===== src/rtl/uart_rx.sv =====
// uart_rx: UART receiver for 8 data bits, LSB first, with 1 start bit and 1 stop bit.
// Ports: clk, rst (sync, active-high), rx_signal (async serial in, idles high),
//        rx_byte (last good byte), rx_dv (1-cycle valid pulse),
//        rx_err (1-cycle framing/parity error pulse), rx_busy (FSM not idle).
// Optional: define UART_RX_PARITY_EN to add an even-parity bit before the stop bit.
module uart_rx #(
  parameter logic [7:0] clk_per_bit = 8'd100
) (
  input  logic       clk,
  input  logic       rst,
  input  logic       rx_signal,
  output logic [7:0] rx_byte,
  output logic       rx_dv,
  output logic       rx_err,
  output logic       rx_busy
);
  localparam logic [7:0] half = (clk_per_bit - 8'd1) >> 1;
  localparam logic [7:0] last = clk_per_bit - 8'd1;
`ifdef UART_RX_PARITY_EN
  typedef enum logic [2:0] {idle, start, data, parity, stop, clean} state_t;
  logic perr;
`else
  typedef enum logic [2:0] {idle, start, data, stop, clean} state_t;
`endif
  state_t      state;
  logic [7:0]  count;
  logic [7:0]  shift;
  logic [3:0]  index;
  logic        s1;
  logic        rx_s;
  logic        rx_p;
  logic [1:0]  flush;
  logic        armed;
  logic        stop_ok;
`ifdef UART_RX_PARITY_EN
  assign stop_ok = rx_s & ~perr;
`else
  assign stop_ok = rx_s;
`endif
  // Start edges are ignored until the synchroniser has flushed its reset
  // value and the line has really been seen high, so a low line at reset
  // release is not taken as a start bit.
  always_ff @(posedge clk) begin
    if (rst) begin
      state   <= idle;
      count   <= 8'd0;
      index   <= 4'd0;
      shift   <= 8'd0;
      rx_byte <= 8'h00;
      rx_dv   <= 1'b0;
      rx_err  <= 1'b0;
      rx_busy <= 1'b0;
      s1      <= 1'b1;
      rx_s    <= 1'b1;
      rx_p    <= 1'b1;
      flush   <= 2'd0;
      armed   <= 1'b0;
`ifdef UART_RX_PARITY_EN
      perr    <= 1'b0;
`endif
    end else begin
      {rx_p, rx_s, s1} <= {rx_s, s1, rx_signal};
      flush   <= flush + {1'b0, ~&flush};
      armed   <= armed | (&flush & rx_s & rx_p);
      rx_dv   <= 1'b0;
      rx_err  <= 1'b0;
      rx_busy <= state != idle;
      case (state)
        idle: begin
          count <= 8'd0;
          index <= 4'd0;
          if (armed && rx_p && !rx_s) state <= start;
        end
        start: begin
          count <= count == half ? 8'd0 : count + 8'd1;
          if (count == half) state <= rx_s ? idle : data;
        end
        data: begin
          count <= count == last ? 8'd0 : count + 8'd1;
          if (count == last) begin
            shift[index[2:0]] <= rx_s;
            index <= index + 4'd1;
`ifdef UART_RX_PARITY_EN
            if (index == 4'd7) state <= parity;
`else
            if (index == 4'd7) state <= stop;
`endif
          end
        end
`ifdef UART_RX_PARITY_EN
        parity: begin
          count <= count == last ? 8'd0 : count + 8'd1;
          if (count == last) begin
            perr  <= ^shift ^ rx_s;
            state <= stop;
          end
        end
`endif
        stop: begin
          count <= count == last ? 8'd0 : count + 8'd1;
          if (count == last) begin
            rx_dv   <= stop_ok;
            rx_err  <= ~stop_ok;
            rx_byte <= stop_ok ? shift : rx_byte;
            state   <= clean;
          end
        end
        clean: state <= rx_s ? idle : clean;
        default: state <= idle;
      endcase
    end
  end
endmodule


===== config.mk =====
export PLATFORM = sky130hd
export DESIGN_NAME = uart_rx
export DESIGN_NICKNAME = d
export VERILOG_FILES = /design/src/rtl/uart_rx.sv
export SDC_FILE = /design/constraint.sdc
export NUM_CORES = 1
export LEC_CHECK = 0
export ABC_AREA = 0
export BUFFER_PORTS_ARGS = -buffer_cell sky130_fd_sc_hd__buf_2
export CAP_MARGIN = 0
export CORE_ASPECT_RATIO = 1.4
export CORE_MARGIN = 8
export CORE_UTILIZATION = 30
export CTS_BUF_LIST = sky130_fd_sc_hd__clkbuf_4 sky130_fd_sc_hd__clkbuf_8
export DETAILED_ROUTE_END_ITERATION = 8
export SKIP_CTS_REPAIR_TIMING = 1
export SLEW_MARGIN = 5
export SYNTH_ARGS = -nofsm -noshare
export SYNTH_HDL_FRONTEND = slang
export SYNTH_SLANG_ARGS = --single-unit

===== constraint.sdc =====
create_clock -name clk -period 2.3 [get_ports clk]
set_clock_uncertainty 0.05 [all_clocks]
set_input_delay 0.345 -clock clk [delete_from_list [all_inputs] [get_ports clk]]
set_output_delay 0.345 -clock clk [all_outputs]
set_load 0.01 [all_outputs]

==> results.txt <==
From left edge to right edge, the die measures 81.0 µm. The number of distinct standard cells referenced by the synthesized netlist is 44. The critical-path maximum fanout is 12. The setup TNS is 0 ps.

Among all flip-flop cells after synthesis, the most frequent one is sky130_fd_sc_hd__dfxtp_1. The arrival time at the worst endpoint came out at approximately 2000 ps. The synthesized design contains 0 enable-type register cells. The critical path's top delay family is compound AO/OA/AOI/OAI gates.

The total CTS buffers is 5. STA classifies the critical path startpoint as a register. The aggregate global-route resource usage came out at 8.56%. After detailed routing, the number of remaining DRC violations is 0. Across the run, the number of max-cap violations was 0. The synthesis-to-layout area growth is 13.3%. The number of setup violations in the final report is 0.

The Yosys warning count is 0. In this run the worst hold path is classified as in2reg. The fraction of final layout cells sized beyond drive strength 1 came out at 16.8%. On the worst path, the slowest cell contributes a delay of between 300 and 400 ps. The flop and latch count out of synthesis came out at 40. After synthesis, the most frequently instantiated cells are sky130_fd_sc_hd__dfxtp_1, sky130_fd_sc_hd__nor2_1, sky130_fd_sc_hd__mux2i_1. The number of violations reported at the end of detailed-routing iteration 0 is 60. The pin count of the biggest net entering global routing came out at 40. The actual slew at the worst max-slew pin is about 640 ps. The total iterations of the first detailed-routing run is 4. The area share of the largest cell type after synthesis came out at between 40% and 50%. The footprint of the multi-input gates is 916 µm². The detail route stage leaves a number of antenna-violating nets equal to 0. The number of buffers and inverters on the critical path is 0. The weighted congestion at the end of routability-driven global placement is 0.792. The critical setup path kind is reg2reg.

The worst supply voltage drop on vdd came out at 285 µV. The count of final hold-check violations is 0. The area inside the core boundary is just under 6000 µm². The die boundary height is between 100 and 150 µm. Setup repair after global routing left no endpoint under its margin. When the netlist entered floorplanning its net count stood at 194.

The biggest area contributor in the post-synthesis netlist is sky130_fd_sc_hd__dfxtp_1. Averaged over all synthesized cells, the footprint is roughly 9.4 µm². Traced cell by cell, the critical path runs through ha_1 > and4b_1 > a21oi_2 > nor2_1 > a41o_1. The via count of the first global-routing pass was 1367.

The floorplan die area came out at 8670 µm². The cell area power density is 648 nW/µm². CTS placed an instance of sky130_fd_sc_hd__clkbuf_8 at the clock tree root. The clock drives 40 sinks. For this design the top-level I/O count stands at 14. The top achievable clock speed is 542 MHz. The flow ran to the end, and the final reports show no timing, DRC or antenna violations. The mean routed wirelength per cell is 12.7 µm. The headroom to the max-slew limit is 57.2%. The smallest clock period supported by the final layout is computed as 1850 ps.

Registers take 801 µm². Using the TritonRoute via totals, the vias-per-cell ratio works out to 4.96. After clock tree synthesis, the clock-pin slew on the worst setup and hold paths is roughly 80 ps. By area the synthesized netlist is led by sky130_fd_sc_hd__dfxtp_1, sky130_fd_sc_hd__mux2i_1, sky130_fd_sc_hd__nor2_1. The number of buffers inserted by port buffering came out at 13. No sink is reached through more buffers than the 2 on the longest clock path. The routed design has 3450 µm of wire. The post-synthesis cell area is 1770 µm². The initial cell density of the core came out at 30.7%. Among all cell types in the netlist, the one instantiated most often is sky130_fd_sc_hd__dfxtp_1. After filler insertion, the fill cell instance count of the layout stands at 613. The final cycle utilization of the critical path is 80.3%. Data on the critical path is required at its endpoint by approximately 2400 ps. Of all flip-flops after synthesis, the portion carrying an async set or reset was 0%. The clock insertion delay at the later pin of the skew report came out at about 290 ps.

The static leakage power came out at 0.839 nW. The post-DP HPWL is 2430 µm. After the last flow step, the layout net total stands at 207. Across all hold checks on the routed design, the worst slack comes to approximately 190 ps.

The type of element capturing the critical path is a register. The count of mapped cells out of synthesis is 188. The CTS H-tree depth came out at 2.

The count of pins over their slew limit came out at 0. The total global routing overflow came out at 0. The first global-routing pass estimated 6030 µm of wire.

TritonCTS built the clock tree. The number of rows created at floorplan is 33. The via count is 1350. Among all stages on the critical path, the largest delay is contributed by sky130_fd_sc_hd__a21oi_2. The number of diodes is 0. The sequential area share after synthesis came out at 45.1%. The number of antenna violations at the first check in global routing came out at 0.
-- worst paths after layout --
check	depth (start not counted)	slack, ps	end	from
max	5	450	state[1]	count[0]
min	2	190	s1	rx_signal
max reg2reg	5	450	state[1]	count[0]
min reg2reg	1	360	rx_s	s1
-- through the flow --
stage,total power (W),utilization [%],setup WS (ps),area [µm²],instances
final,0.00130,34.8,454,2010,272
after global routing,0.00136,34.8,239,2010,272
after CTS,0.00132,34.8,431,2010,272
after detailed placement,0.000745,32.9,441,1900,264
after global placement,0.000744,32.9,465,1900,264
after floorplan,0.000738,-,715,1770,188
-- metal layers --
layer / vias to the layer above / wire length [µm] / track usage, % / share of wire (%)
met4: 0 / 64 / 3.08 / 1.9
met3: 7 / 129 / 2.76 / 3.7
met5: - / 0 / 0 / 0
met2: 17 / 1720 / 14.4 / 50
met1: 632 / 1540 / 9.74 / 44
li1: 694 / - / - / -
-- flip-flops by register name (all words and copies together), names as in the netlist, 2 cells and up --
name,count
count,8
flush,2
index,4
rx_byte,8
shift,8
state,3
-- cells by family after synthesis --
kind of cell | Yosys count | synth area share [%]
AO/OA/AOI/OAI | 29 | 10.8
XOR/XNOR | 4 | 1.97
adder cells (fa/ha/maj) | 3 | 2.12
buffers and inverters | 13 | 3.24
flip-flops | 40 | 45.1
multiplexers | 16 | 9.10
AND/OR/NAND/NOR | 83 | 27.6
-- where the power goes --
group / switching, W / internal, W
logic: 0.0000157 / 0.00000882
clock network: 0.000242 / 0.000334
registers: 0.00000488 / 0.000698
-- worst register-to-register path, delay by kind of cell, from the launching register on --
kind / cells / cell delay [ps]
fa+ha+maj: 1 / 230
flops: 1 / 340
compound gates: 2 / 630
simple gates: 2 / 490
-- layout make-up --
cell class              instances  area share (%)
multi-input cells             135            45.6
well taps                      70            4.36
inverters                       4           0.747
clock buffers                   6            3.80
repair buffers                 15            3.98
clock inverters                 2            1.74
flip-flops and latches         40            39.8
-- placed cells by master (no fill, tap or decap), types with 2 or more instances in the layout --
| cell type | count |
|---|---|
| sky130_fd_sc_hd__a211oi_1 | 3 |
| sky130_fd_sc_hd__a21boi_1 | 2 |
| sky130_fd_sc_hd__a21oi_1 | 8 |
| sky130_fd_sc_hd__a21oi_2 | 2 |
| sky130_fd_sc_hd__and2_1 | 3 |
| sky130_fd_sc_hd__and3_1 | 2 |
| sky130_fd_sc_hd__and3b_1 | 2 |
| sky130_fd_sc_hd__and4b_1 | 2 |
| sky130_fd_sc_hd__buf_2 | 13 |
| sky130_fd_sc_hd__buf_4 | 2 |
| sky130_fd_sc_hd__clkbuf_8 | 5 |
| sky130_fd_sc_hd__dfxtp_1 | 40 |
| sky130_fd_sc_hd__ha_1 | 3 |
| sky130_fd_sc_hd__inv_1 | 4 |
| sky130_fd_sc_hd__mux2i_1 | 15 |
| sky130_fd_sc_hd__nand2_1 | 10 |
| sky130_fd_sc_hd__nand2b_1 | 10 |
| sky130_fd_sc_hd__nand3_1 | 9 |
| sky130_fd_sc_hd__nand3b_1 | 2 |
| sky130_fd_sc_hd__nand4_1 | 3 |
| sky130_fd_sc_hd__nand4b_1 | 3 |
| sky130_fd_sc_hd__nor2_1 | 20 |
| sky130_fd_sc_hd__nor2b_1 | 2 |
| sky130_fd_sc_hd__nor3_1 | 5 |
| sky130_fd_sc_hd__nor3b_2 | 2 |
| sky130_fd_sc_hd__o21ai_0 | 5 |
| sky130_fd_sc_hd__o22ai_1 | 2 |
| sky130_fd_sc_hd__or2_2 | 3 |
| sky130_fd_sc_hd__xnor2_1 | 3 |
Power figures use the tool's default switching activity.
